<file path="src/rtl/bcd_to_bin_seq_pkg.sv">
// Shared constants for the sequential BCD-to-binary converter (reverse double dabble).
package bcd_to_bin_seq_pkg;

   localparam int unsigned DIGIT_W  = 4;
   localparam int unsigned CNT_W    = 5;
   localparam logic [3:0]  CORR_TH  = 4'd8;
   localparam logic [3:0]  CORR_SUB = 4'd3;
   localparam logic [3:0]  DIGIT_MAX = 4'd9;

   localparam logic [1:0] ST_IDLE  = 2'd0;
   localparam logic [1:0] ST_SHIFT = 2'd1;
   localparam logic [1:0] ST_DONE  = 2'd2;

   function automatic logic digit_invalid(input logic [DIGIT_W-1:0] d);
      return d > DIGIT_MAX;
   endfunction

endpackage

</file>
<file path="src/rtl/bcd_to_bin_seq_sub_3.sv">
// Per-digit correction applied after each right shift: d >= 8 ? d - 3 : d.
module bcd_to_bin_seq_sub_3
   import bcd_to_bin_seq_pkg::*;
(
   input  logic [DIGIT_W-1:0] digit_in,
   output logic [DIGIT_W-1:0] digit_c
);

   // d >= 8 guarantees d - 3 >= 5, so the subtraction cannot wrap
   assign digit_c = (digit_in >= CORR_TH) ? (digit_in - CORR_SUB) : digit_in;

endmodule

</file>
<file path="src/rtl/bcd_to_bin_seq.sv">
// Iterative BCD-to-binary converter with start/done handshake.
// Optional input digit range check enabled by defining BCD2BIN_RANGE_CHK_EN.
module bcd_to_bin_seq
   import bcd_to_bin_seq_pkg::*;
#(
   parameter int unsigned DIGITS = 3,
   parameter int unsigned BIN_W  = 10
) (
   input  logic                        clk,
   input  logic                        rst_n,
   input  logic                        start,
   input  logic [DIGIT_W*DIGITS-1:0]   bcd_in,
   output logic                        busy,
   output logic                        done,
   output logic [BIN_W-1:0]            bin_out,
   output logic                        err
);

   localparam int unsigned REG_W = DIGIT_W * DIGITS;
   localparam logic [CNT_W-1:0] CNT_LAST = CNT_W'(REG_W - 1);

   logic [1:0]        state_q, state_d;
   logic [CNT_W-1:0]  cnt_q, cnt_d;
   logic [REG_W-1:0]  bcd_q, bcd_d;
   logic [REG_W-1:0]  bin_q, bin_d;
   logic              busy_q, busy_d;
   logic              done_q, done_d;
   logic [BIN_W-1:0]  bin_out_q, bin_out_d;

   logic [REG_W-1:0]  shift_bcd;
   logic [REG_W-1:0]  shift_bin;
   logic [REG_W-1:0]  corr_bcd;

   // One right shift of the concatenated {bcd, bin} register
   assign shift_bcd = {1'b0, bcd_q[REG_W-1:1]};
   assign shift_bin = {bcd_q[0], bin_q[REG_W-1:1]};

   for (genvar g = 0; g < DIGITS; g++) begin : g_corr
      bcd_to_bin_seq_sub_3 u_sub_3 (
         .digit_in (shift_bcd[g*DIGIT_W +: DIGIT_W]),
         .digit_c  (corr_bcd[g*DIGIT_W +: DIGIT_W])
      );
   end

`ifdef BCD2BIN_RANGE_CHK_EN
   logic err_q, err_d;
   logic err_flag_q, err_flag_d;
   logic any_invalid;

   always_comb begin
      any_invalid = 1'b0;
      for (int unsigned i = 0; i < DIGITS; i++) begin
         if (digit_invalid(bcd_in[i*DIGIT_W +: DIGIT_W])) begin
            any_invalid = 1'b1;
         end
      end
   end

   assign err = err_q;
`else
   assign err = 1'b0;
`endif

   // Next-state and output logic
   always_comb begin
      state_d   = state_q;
      cnt_d     = cnt_q;
      bcd_d     = bcd_q;
      bin_d     = bin_q;
      done_d    = 1'b0;
      bin_out_d = bin_out_q;
`ifdef BCD2BIN_RANGE_CHK_EN
      err_d      = err_q;
      err_flag_d = err_flag_q;
`endif

      case (state_q)
         ST_IDLE: begin
            if (start) begin
               bcd_d   = bcd_in;
               bin_d   = '0;
               cnt_d   = '0;
               state_d = ST_SHIFT;
`ifdef BCD2BIN_RANGE_CHK_EN
               err_flag_d = any_invalid;
               if (any_invalid) begin
                  state_d = ST_DONE;
               end
`endif
            end
         end
         ST_SHIFT: begin
            bcd_d = corr_bcd;
            bin_d = shift_bin;
            cnt_d = cnt_q + CNT_W'(1);
            if (cnt_q == CNT_LAST) begin
               state_d = ST_DONE;
            end
         end
         ST_DONE: begin
            done_d    = 1'b1;
            bin_out_d = bin_q[BIN_W-1:0];
`ifdef BCD2BIN_RANGE_CHK_EN
            err_d = err_flag_q;
            if (err_flag_q) begin
               bin_out_d = '0;
            end
`endif
            state_d = ST_IDLE;
         end
         default: begin
            state_d = ST_IDLE;
         end
      endcase

      busy_d = (state_d != ST_IDLE);
   end

   always_ff @(posedge clk or negedge rst_n) begin
      if (!rst_n) begin
         state_q   <= ST_IDLE;
         cnt_q     <= '0;
         bcd_q     <= '0;
         bin_q     <= '0;
         busy_q    <= 1'b0;
         done_q    <= 1'b0;
         bin_out_q <= '0;
      end else begin
         state_q   <= state_d;
         cnt_q     <= cnt_d;
         bcd_q     <= bcd_d;
         bin_q     <= bin_d;
         busy_q    <= busy_d;
         done_q    <= done_d;
         bin_out_q <= bin_out_d;
      end
   end

`ifdef BCD2BIN_RANGE_CHK_EN
   always_ff @(posedge clk or negedge rst_n) begin
      if (!rst_n) begin
         err_q      <= 1'b0;
         err_flag_q <= 1'b0;
      end else begin
         err_q      <= err_d;
         err_flag_q <= err_flag_d;
      end
   end
`endif

   assign busy    = busy_q;
   assign done    = done_q;
   assign bin_out = bin_out_q;

endmodule

</file>
<file path="config.mk">
export PLATFORM = sky130hd
export DESIGN_NAME = bcd_to_bin_seq
export DESIGN_NICKNAME = d
export VERILOG_FILES = /design/src/rtl/bcd_to_bin_seq_pkg.sv /design/src/rtl/bcd_to_bin_seq_sub_3.sv /design/src/rtl/bcd_to_bin_seq.sv
export SDC_FILE = /design/constraint.sdc
export NUM_CORES = 1
export LEC_CHECK = 0
export CAP_MARGIN = 20
export CORE_MARGIN = 3
export CORE_UTILIZATION = 48
export CTS_CLUSTER_DIAMETER = 30
export DETAILED_ROUTE_END_ITERATION = 12
export PLACE_DENSITY = 0.78
export SLEW_MARGIN = 20
export SYNTH_ARGS = -nofsm -noshare
export SYNTH_HDL_FRONTEND = slang
export SYNTH_SLANG_ARGS = --single-unit
</file>
<file path="constraint.sdc">
create_clock -name clk -period 1.3 [get_ports clk]
set_clock_uncertainty 0.1 [all_clocks]
set_input_delay 0.13 -clock clk [delete_from_list [all_inputs] [get_ports clk]]
set_output_delay 0.13 -clock clk [all_outputs]
set_load 0.03 [all_outputs]
</file>
# After elaboration in Yosys (flattened, before gate mapping)
# Cells that the tools add are included.
# W data, S select, Z words.
[word_totals] register_bits=43 latch_bits=0 mem_bits_rw=0 rom_bits=0 in_bits=15 out_inout_bits=13 word_cells=35 mem_count=0
[classes] addsub=4 mul=0 n_div=0 magnitude_cmp=3 eq_ne=4 shift=0 muxes=13 n_bitwise=0 n_reduce_logical=4
[op_table] op="$pmux W12 S2" n=2
[op_table] op="$mux W12" n=2
[op_table] op="$mux W4" n=3
[op_table] op="$pmux W5 S2" n=1
[op_table] op="$ge A4 B4 Y1 const B" n=2
[op_table] op="$sub A4 B2 Y4 const B" n=2
[op_table] op="$add A5 B1 Y5 const B" n=1
[op_table] op="$eq A5 B4 Y1 const B" n=1
[op_table] op="$mux W5" n=1
[op_table] op="$ge A3 B4 Y1 const B" n=1
[op_table] op="$mux W2" n=2
[op_table] op="$pmux W2 S2" n=1
[op_table] op="$reduce_bool A2 Y1" n=2
[op_table] op="$sub A3 B2 Y4 const B" n=1
[op_table] op="$eq A2 B1 Y1 const B" n=1
[op_table] op="$eq A2 B2 Y1 const B" n=1
[op_table] op="$logic_not A2 Y1" n=1
[op_table] op="$ne A2 B2 Y1 const B" n=1
[op_table] op="$reduce_and A2 Y1" n=1
[op_table] op="$mux W1" n=1

# Longest topological paths before layout
# Gate-level depths: netlist (run 1).
[depth] ltp_word=4 ltp_mapped=5 ltp_nobuf=5

# Cells and area by module
# Synthesis (run 1) repeated with hierarchy kept, for this count alone.
[hier_totals] cells_unflattened=198 hier_area_um2=2059.5
[by_module_without_submodules] mod="bcd_to_bin_seq" n_inst=1 cells_per_inst=165 area_per_inst_um2=1830.5
[by_module_without_submodules] mod="bcd_to_bin_seq_sub_3" n_inst=3 cells_per_inst=11 area_per_inst_um2=76.3

# Least setup slack after synthesis (run 1)
# Ideal clock, no wire load.
[synth_timing] kind="register -> register" startpoint="register bcd_q[5]" endpoint="register bcd_q[6]" arrival_time_ns=1.153 t_required_ns=1.074 setup_slack_ns=-0.079 stages_incl_launch_ff=5 period_less_slack_ns=1.379 path_cell_list="dfrtp_1 -> ha_1 -> nand2b_1 -> xnor2_1 -> a221o_1"
[synth_via] elab_chain_len=3 word_cells_on_any_way=4 cone_classes="add/sub (1); order compare (1); mux (2)"
[synth_rtl] element="start: declaration" line="bcd_to_bin_seq.sv:24" source="logic [REG_W-1:0] bcd_q, bcd_d;"
[synth_rtl] element="start signal: assignment" line="bcd_to_bin_seq.sv:123" source="bcd_q <= '0;"
[synth_rtl] element="start signal: assignment" line="bcd_to_bin_seq.sv:131" source="bcd_q <= bcd_d;"
[synth_rtl] element="$sub A4 B2 Y4 / $ge A4 B4 Y1 (equally long branches)" line="bcd_to_bin_seq_sub_3.sv:10" source="assign digit_c = (digit_in >= CORR_TH) ? (digit_in - CORR_SUB) : digit_in;"
[synth_rtl] element="$mux W4 (*)" line="bcd_to_bin_seq_sub_3.sv:10"
[synth_rtl] element="$pmux W12 S2 (*)" line="bcd_to_bin_seq.sv:77" source="case (state_q)"
# Mark *: on every way between the ends. The rest lies on a longest branch, timed or not.
# A chain may end at the register's enable or synchronous reset.

# Final worst setup path (run 1)
[layout_timing] startpoint="register bcd_q[1]" endpoint="register bcd_q[1]"
# The elaborated chain is that of the path after synthesis.

==> impl_metrics.csv, run 1 <==
group,metric,value,unit
timing,timing.final.ws_setup,-0.120,ns
worst_setup_path,cp.depth,5,
grt,track_usage,17.7,%
outcome,violations,"negative setup slack",
grt,grt_max_degree,44,
synthesis,synth_area_per_cell,12.3,µm²
timing,timing.final.crit_share,109,%
synthesis,synth_top_flop_cell,"dfrtp_1",
layout,drive_gt1_share,39.3,%
layout,fin_util,72.1,%
timing,fin_crit,1.42,ns
clock_network,cts_made_buffers,5,
clock_network,clk_latency,0.29,ns
placed_design,dp_hpwl,2850,µm
synthesis,synth_edf_count,0,
worst_setup_path,crit_path_start_kind,"flop",
worst_setup_path,timing.rr.end,"bcd_q[1]",
worst_setup_path,cp_cell_sequence,"inv_1 -> ha_1 -> mux2_4 -> mux2i_2 -> o21ai_1",
power_and_ir_drop,leakage,1.31,nW
route,ant_nets,0,
synthesis,synth_top_area_share,54.5,%
route,routed_wl,4350,µm
clock_network,clkSinkCount,43,
power_and_ir_drop,p_per_area,2340,nW/µm²
die,die_y,70.1,µm
route,via_per_inst,5.47,
worst_setup_path,critical_path.startpoint,"bcd_q[1]",
synthesis,syn_area,1970,µm²
worst_setup_path,reg2reg_depth,5,
route,dr.pass1.iters,4,
placed_design,placedCellCount,250,
timing,setup_viol,21,
route,vias,1460,
layout,final_cells,267,
timing,whs,0.223,ns
worst_setup_path,crit_path_end,"bcd_q[1]",
worst_setup_path,crit_path_end_kind,"flop",
synthesis,ys_warn_count,0,
placed_design,port_buffers,26,
placed_design,place_area,2430,µm²
synthesis,ys_seq_area_share,54.5,%
route,drc,0,
clock_network,cts-htree-levels,2,
timing,max_freq,704,MHz
die,start_util,52.0,%
layout,nets,238,
layout,final_area,2740,µm²
die,die_area,4920,µm²
worst_setup_path,arrival,1.51,ns
die,io_pins,28,
clock_network,cts_tree,"done",
synthesis,syn_nets,181,
clock_network,cts_root_buffer,"clkbuf_8",
synthesis,synth_most_common_cell,"dfrtp_1",
layout,antenna_cells,0,
grt,grt_pass1_wl,7030,µm
timing,rsz0062_at_grt,"true",
layout,syn2layout_area_growth,38.8,%
clock_network,cts.path.max_buffers,2,
run,drv_cap,0,
worst_setup_path,path_buf_inv,1,
timing,fin_tns_setup,-0.772,ns
min_path,hp-class,"input port to async pin",
grt,grt-ovfl-total,0,
worst_setup_path,cp_slowest_stage_delay,0.38,ns
synthesis,yosys-top-cells-count,"dfrtp_1 (43), a22o_1 (13), mux2_2 (12)",
synthesis,synth-async-reset-ratio,100,%
die,die_w,70.1,µm
worst_setup_path,crit_type,"flop to flop",
synthesis,yosysTopAreaCell,"dfrtp_1",
worst_setup_path,cp_max_fo,3,
grt,antenna_found_initial,0,
worst_setup_path,rr_startpoint,"bcd_q[1]",
clock_network,clk_pin_slew,0.09,ns
timing,finalHoldViolCount,0,
power_and_ir_drop,ir_worst_vdd,1120,µV
outcome,status,"finished with violations",
synthesis,synth_cell_types,34,
worst_setup_path,r2r_slack,-0.12,ns
worst_setup_path,required,1.39,ns
timing,drv_slew,0,
placed_design,place.gp.congestion,0.922,
worst_setup_path,slowest_stage,"dfrtp_1",
worst_setup_path,critPathTopFamily,"multiplexers",
synthesis,synth_seq_cells,43,
grt,first_global_vias,1471,
route,drt_iter0_markers,89,
route,routedWlPerCell,16.3,µm
synthesis,netlist_top_cells_area,"dfrtp_1 (54%), mux2_2 (6.8%), a22o_1 (5.8%)",
die,rows,22,
synthesis,postSynthCellCount,161,
die,core_area,3800,µm²
==> cells in the final DEF (no fill, tap or decap), types with 3 or more instances in the layout <==
cell and count:
o21ai_1 5, o21ai_0 3, mux2_2 10, nor2_1 3
clkbuf_8 6, clkbuf_2 4, and2b_1 3, buf_6 8
mux2i_1 3, dfrtp_1 41, nand2_1 9, a22o_1 13
clkdlybuf4s15_1 5, buf_4 23, nand2b_4 3, inv_1 4
clkdlybuf4s50_1 13, a21oi_1 4, ha_2 3, o22ai_1 3
xnor2_1 3, a32o_1 3
==> power by group <==
part | switching (mW) | internal, mW | total (mW)
Sequential | 0.467 | 1.88 | 2.35
Combinational | 1.44 | 1.70 | 3.15
Clock | 0.478 | 0.434 | 0.912
==> kinds of logic (layout without fill, tap and decap cells) <==
group	after synthesis	count (layout)	share of synthesized area (%)
compound gates	44	44	17.2
flops	43	43	54.5
mux	16	16	8.87
other cells	1	1	0.190
fa+ha+maj	5	5	3.17
xor+xnor	4	4	1.77
buf+inv	18	76	6.02
simple gates	30	30	8.30
==> routing by layer <==
metal | up-vias | track usage (%) | wire length, µm
li1 | 686 | - | -
met1 | 739 | 21.7 | 1910
met2 | 28 | 31.0 | 2240
met3 | 7 | 4.75 | 142
met4 | 0 | 4.68 | 63
met5 | - | 0 | 0
==> worst min path at each step <==
stage / slack [ns] / endpoint / cells past startpoint / startpoint
3_3_place_gp: 0.02 / done / 2 / rst_n
4_1_cts: 0.23 / busy / 3 / rst_n
3_5_place_dp: 0.02 / busy / 2 / rst_n
2_1_floorplan: -0.27 / bcd_q[0] / 0 / rst_n
6_report: 0.22 / bin_out[1] / 3 / rst_n
5_1_grt: 0.25 / done / 3 / rst_n
==> final cells by class <==
cell class / instances / area [µm²]
repair buffers: 60 / 561
well taps: 48 / 60.1
inverters: 8 / 35.0
multi-input cells: 100 / 907
clock buffers: 6 / 82.6
clock inverters: 2 / 16.3
flip-flops and latches: 43 / 1080
fillers: 251 / 1060
==> what timing repair did <==
| action | CTS | global route |
|---|---|---|
| hold buffers | 1 | 0 |
| pin swaps | 4 | 10 |
| setup endpoints to repair | 34 | 42 |
| buffers inserted | 4 | 5 |
| resized for setup | 23 | 37 |
| gates cloned | 0 | 1 |
| endpoints found under the hold margin | 43 | 0 |
==> state kept, by name (all words and copies together) (netlist names) <==
name	flops
bcd_q	12
bin_out	10
bin_q	12
busy	1
cnt_q	5
done	1
state_q	2
==> worst reg2reg max path: cells and delay by family (launching register included) <==
kind / cells / cell delay [ns]
AOI/OAI and AO/OA: 1 / 0.08
buffers and inverters: 1 / 0.05
DFF: 1 / 0.38
adders and majority gates: 1 / 0.28
muxes: 2 / 0.42
==> through the flow <==
stage               setup WS [ns]  total power, mW
global placement           -0.203             4.84
CTS                        -0.123             6.03
detailed placement         -0.253             5.00
floorplan                 -0.0702             4.02
finish                     -0.120             6.41
global route               -0.219             6.83
Power figures use the tool's default switching activity.
==> run 2, diff against run 1 <==
--- a/config.mk
+++ b/config.mk
@@ -11,6 +11,7 @@
 export CTS_CLUSTER_DIAMETER = 30
 export DETAILED_ROUTE_END_ITERATION = 12
 export PLACE_DENSITY = 0.78
+export SETUP_SLACK_MARGIN = 0.3
 export SLEW_MARGIN = 20
 export SYNTH_ARGS = -nofsm -noshare
 export SYNTH_HDL_FRONTEND = slang
==> run 2 against run 1 <==
Against the previous run:
- the flow still finishes with violations (negative setup slack)
- global-route usage grew 5.2 points
- wire length increased by 36%
- sequential power grew 5%
- first-iteration DRC count grew 53%
- final area is 15% higher
- core utilization up 11 points
- register-to-register slack lost 0.03 ns
- clock power rose by 2.9%
- power up 21%
- die area unchanged
- setup slack got worse by 0.033 ns
- critical path depth is the same
- largest cell class unchanged
==> impl_metrics.csv, run 2 (same netlist as run 1, synthesis figures left out) <==
group,metric,value,unit
layout,antenna_cells,0,
grt,track_usage,22.9,%
timing,max_freq,688,MHz
die,rows,22,
worst_setup_path,cp_max_fo,3,
worst_setup_path,arrival,1.55,ns
route,vias,1622,
clock_network,cts_made_buffers,5,
worst_setup_path,crit_type,"flop to flop",
grt,first_global_vias,1684,
grt,antenna_found_initial,0,
route,routedWlPerCell,20.7,µm
power_and_ir_drop,leakage,1.51,nW
clock_network,cts_tree,"done",
power_and_ir_drop,ir_worst_vdd,1500,µV
route,drc,0,
worst_setup_path,required,1.39,ns
min_path,hp-class,"input port to async pin",
die,die_w,70.1,µm
grt,grt_max_degree,44,
die,die_y,70.1,µm
clock_network,cts.path.max_buffers,2,
grt,top_usage_layer,"met2",
placed_design,place_ws,-0.253,ns
route,dr.pass1.iters,4,
worst_setup_path,crit_path_start_kind,"flop",
clock_network,clk_latency,0.30,ns
run,drv_cap,0,
layout,drive_gt1_share,53.4,%
grt,grt.met1_usage,29.0,%
timing,drv_slew,0,
power_and_ir_drop,p_per_area,2460,nW/µm²
outcome,violations,"negative setup slack",
die,io_pins,28,
placed_design,place.gp.congestion,0.837,
route,ant_nets,0,
clock_network,cts-htree-levels,2,
die,core_area,3800,µm²
timing,fin_crit,1.45,ns
clock_network,cts_root_buffer,"clkbuf_8",
layout,layout_commonest_cell,"dfrtp_1",
layout,syn2layout_area_growth,59.4,%
grt,grt-ovfl-total,0,
layout,fill_cells,181,
layout,layout_common_cells,"dfrtp_1 (42), buf_6 (28), buf_4 (27), a22o_1 (13), clkdlybuf4s50_1 (13)",
timing,rsz0062_at_grt,"true",
timing,fin_tns_setup,-2.87,ns
timing,finalHoldViolCount,0,
die,die_area,4920,µm²
route,routed_wl,5930,µm
placed_design,dp_hpwl,2970,µm
placed_design,port_buffers,26,
route,drt_iter0_markers,136,
timing,timing.final.crit_share,112,%
worst_setup_path,crit_path_end_kind,"flop",
route,via_per_inst,5.67,
grt,use_met2,37.5,%
clock_network,clkSinkCount,43,
die,start_util,52.0,%
layout,nets,257,
timing,timing.final.ws_setup,-0.153,ns
clock_network,clk_pin_slew,0.09,ns
grt,grt_pass1_wl,8710,µm
timing,setup_viol,35,
grt,use_met3,4.60,%
outcome,status,"finished with violations",
-- run 2: worst max-delay path, stage by stage, from the launching register on --
cell and delay (ns):
dfrtp_1 0.40, inv_1 0.06, ha_1 0.29, mux2_4 0.26, mux2i_1 0.15, o21ai_1 0.08
-- run 2: area by class of cell --
| type | instances | area, µm² | share of cell area [%] |
|---|---|---|---|
| sequential | 43 | 1080 | 34.2 |
| multi-input combinational | 101 | 1050 | 33.4 |
| timing repair buffer | 78 | 821 | 26.1 |
| clock buffer | 6 | 82.6 | 2.62 |
| tap | 48 | 60.1 | 1.91 |
| inverter | 8 | 40.0 | 1.27 |
| clock inverter | 2 | 16.3 | 0.517 |
-- run 2: final timing paths --
kind                           start    endpoint  slack [ns]  cells past startpoint
max                         bcd_q[1]    bcd_q[1]       -0.15                      5
min                            rst_n    bcd_q[1]        0.22                      3
max reg2reg                 bcd_q[1]    bcd_q[1]       -0.15                      5
min reg2reg                 bin_q[5]    bin_q[4]        0.43                      1
max in group asynchronous      rst_n  state_q[1]        0.66                      3
min in group clk           bcd_in[8]    bcd_q[8]        0.39                      3
-- run 2: metrics by stage --
stage / util (%) / hold WS, ns / total power [mW] / instance area [µm²] / cells
4_1_cts: 78.3 / 0.241 / 7.04 / 2970 / 277
6_report: 82.8 / 0.221 / 7.73 / 3150 / 286
3_3_place_gp: 64.9 / 0.0184 / 5.03 / 2470 / 250
5_1_grt: 82.8 / 0.256 / 8.12 / 3150 / 286
2_1_floorplan: - / -0.266 / 4.14 / 2020 / 161
3_5_place_dp: 64.9 / 0.0197 / 5.19 / 2470 / 250
-- run 2: power by group --
part	switching, mW	internal (mW)	total (mW)
clock	0.504	0.435	0.938
sequential	0.576	1.88	2.46
combinational	1.88	2.46	4.34
-- run 2: per-layer routing --
metal	up-vias	share of wire (%)
met1	822	42
met5	-	0
met4	0	2.4
met2	50	51
li1	732	-
met3	18	4.2
-- run 2: timing repair --
| action | in CTS | in global routing |
|---|---|---|
| pin swaps | 16 | 16 |
| gates cloned | 2 | 0 |
| endpoints found under the setup margin | 55 | 55 |
| gates resized for setup | 135 | 23 |
| setup buffers | 16 | 9 |
| hold buffers | 1 | 0 |
| endpoints found under the hold margin | 43 | 0 |
==> run 3, diff against run 2 <==
--- a/config.mk
+++ b/config.mk
@@ -6,7 +6,6 @@
 export NUM_CORES = 1
 export LEC_CHECK = 0
 export CAP_MARGIN = 20
-export CORE_MARGIN = 3
 export CORE_UTILIZATION = 48
 export CTS_CLUSTER_DIAMETER = 30
 export DETAILED_ROUTE_END_ITERATION = 12
==> constraint.sdc (replaced) <==
create_clock -name clk -period 1.2 [get_ports clk]
set_clock_uncertainty 0.1 [all_clocks]
set_input_delay 0.12 -clock clk [delete_from_list [all_inputs] [get_ports clk]]
set_output_delay 0.12 -clock clk [all_outputs]
set_load 0.03 [all_outputs]
==> run 3 against run 2 <==
Against the previous run:
- the run still ends with negative setup slack left
- setup slack lost 0.14 ns
- sequential cell count is the same
- combinational power grew 16%
- sequential power grew 7%
- die area shrank 11%
==> impl_metrics.csv, run 3 (same netlist as run 1, synthesis figures left out) <==
group,metric,value,unit
die,core_area,3800,µm²
power_and_ir_drop,p_seq_share,29.5,%
layout,layout_common_cells,"dfrtp_1 (42), buf_6 (32), buf_4 (31), a22o_1 (13), clkdlybuf4s50_1 (13)",
power_and_ir_drop,p_int,5.56,mW
timing,finalHoldViolCount,0,
route,vias,1751,
route,ant_nets,0,
clock_network,cts.path.max_buffers,2,
layout,nets,265,
placed_design,place_area,2470,µm²
route,via_per_inst,5.96,
worst_setup_path,crit_path_start_kind,"flop",
worst_setup_path,required,1.30,ns
die,die_area,4370,µm²
timing,whs,0.206,ns
worst_setup_path,crit_path_end_kind,"flop",
worst_setup_path,cp_max_fo,4,
worst_setup_path,arrival,1.59,ns
layout,drive_gt1_share,52.8,%
clock_network,cts_root_buffer,"clkbuf_8",
outcome,status,"finished with violations",
grt,grt_max_degree,44,
grt,grt_pass1_wl,9020,µm
clock_network,cts-htree-levels,2,
route,routedWlPerCell,23.0,µm
route,drc,0,
grt,first_global_vias,1764,
placed_design,dp_hpwl,2760,µm
route,dr.pass1.iters,4,
clock_network,clkSinkCount,43,
die,rows,22,
placed_design,place_ws,-0.329,ns
route,routed_wl,6760,µm
layout,syn2layout_area_growth,64.2,%
timing,timing.final.crit_share,125,%
power_and_ir_drop,power.switching,3.38,mW
die,io_pins,28,
route,drt_iter0_markers,177,
grt,grt-ovfl-total,0,
timing,drv_slew,0,
die,die_w,66.1,µm
worst_setup_path,reg2reg_depth,4,
timing,setup_viol,43,
min_path,hp-class,"input port to async pin",
layout,antenna_cells,0,
timing,fin_crit,1.50,ns
power_and_ir_drop,p_per_area,2760,nW/µm²
power_and_ir_drop,leakage,1.56,nW
layout,final_area,3240,µm²
grt,track_usage,28.3,%
power_and_ir_drop,swShare,37.8,%
timing,fin_tns_setup,-7.19,ns
power_and_ir_drop,power.share.clock,14.0,%
outcome,violations,"negative setup slack",
clock_network,clk_pin_slew,0.10,ns
die,start_util,52.0,%
placed_design,place.gp.congestion,0.811,
die,die_y,66.1,µm
run,drv_cap,0,
grt,antenna_found_initial,0,
layout,layout_commonest_cell,"dfrtp_1",
clock_network,cts_tree,"done",
timing,timing.final.ws_setup,-0.296,ns
power_and_ir_drop,ir_worst_vdd,1670,µV
clock_network,clk_latency,0.30,ns
power_and_ir_drop,pwr-share-comb,56.5,%
timing,max_freq,669,MHz
worst_setup_path,crit_type,"flop to flop",
layout,fin_util,85.3,%
placed_design,port_buffers,26,
clock_network,cts_made_buffers,5,
timing,rsz0062_at_grt,"true",
-- run 3: worst max-delay path, stage by stage, from the launching register on --
cell and delay [ns]:
dfrtp_1 0.44, ha_2 0.21, nand2b_4 0.14, xnor2_1 0.15, a221o_1 0.34
-- run 3: final timing paths --
path	start	slack, ns	endpoint
max	bcd_q[2]	-0.30	bcd_q[2]
min	rst_n	0.21	busy
max reg2reg	bcd_q[2]	-0.30	bcd_q[2]
min reg2reg	bin_q[10]	0.42	bin_q[9]
max in group asynchronous	rst_n	0.55	state_q[1]
min in group clk	bcd_in[8]	0.36	bcd_q[8]
-- run 3: stage by stage --
stage          cells  total power [mW]
2_1_floorplan    161              4.48
3_3_place_gp     254              5.48
3_5_place_dp     254              5.64
4_1_cts          286              8.06
5_1_grt          294              9.29
6_report         294              8.94
-- run 3: repair_timing --
| item | in CTS | in global routing |
|---|---|---|
| hold buffers | 1 | 0 |
| gates resized for setup | 71 | 19 |
| pin swaps | 17 | 16 |
| buffers inserted | 18 | 8 |
| hold endpoints to repair | 43 | 0 |
| gates cloned | 5 | 0 |
| setup endpoints to repair | 55 | 55 |
-- run 3: power by group through the flow --
stage	Combinational, mW	Clock [mW]	Sequential, mW
floorplan	1.79	0	2.69
global placement	3.02	0	2.45
detailed placement	3.15	0	2.49
CTS	4.32	1.21	2.53
global route	5.27	1.32	2.69
finish	5.05	1.25	2.64
-- run 3: cell type report --
cell class / instances / area [µm²]
Multi-Input combinational cell: 101 / 1020
Sequential cell: 43 / 1080
Timing Repair Buffer: 86 / 923
Inverter: 8 / 40.0
Clock buffer: 6 / 82.6
Fill cell: 175 / 557
Tap cell: 48 / 60.1
Clock inverter: 2 / 38.8
-- run 3: metal layers --
metal	global-route usage (%)	wire length, µm	up-vias
li1	-	-	747
met1	37.2	2720	887
met2	49.0	3460	93
met3	3.97	332	24
met4	7.45	244	0
met5	0	0	-
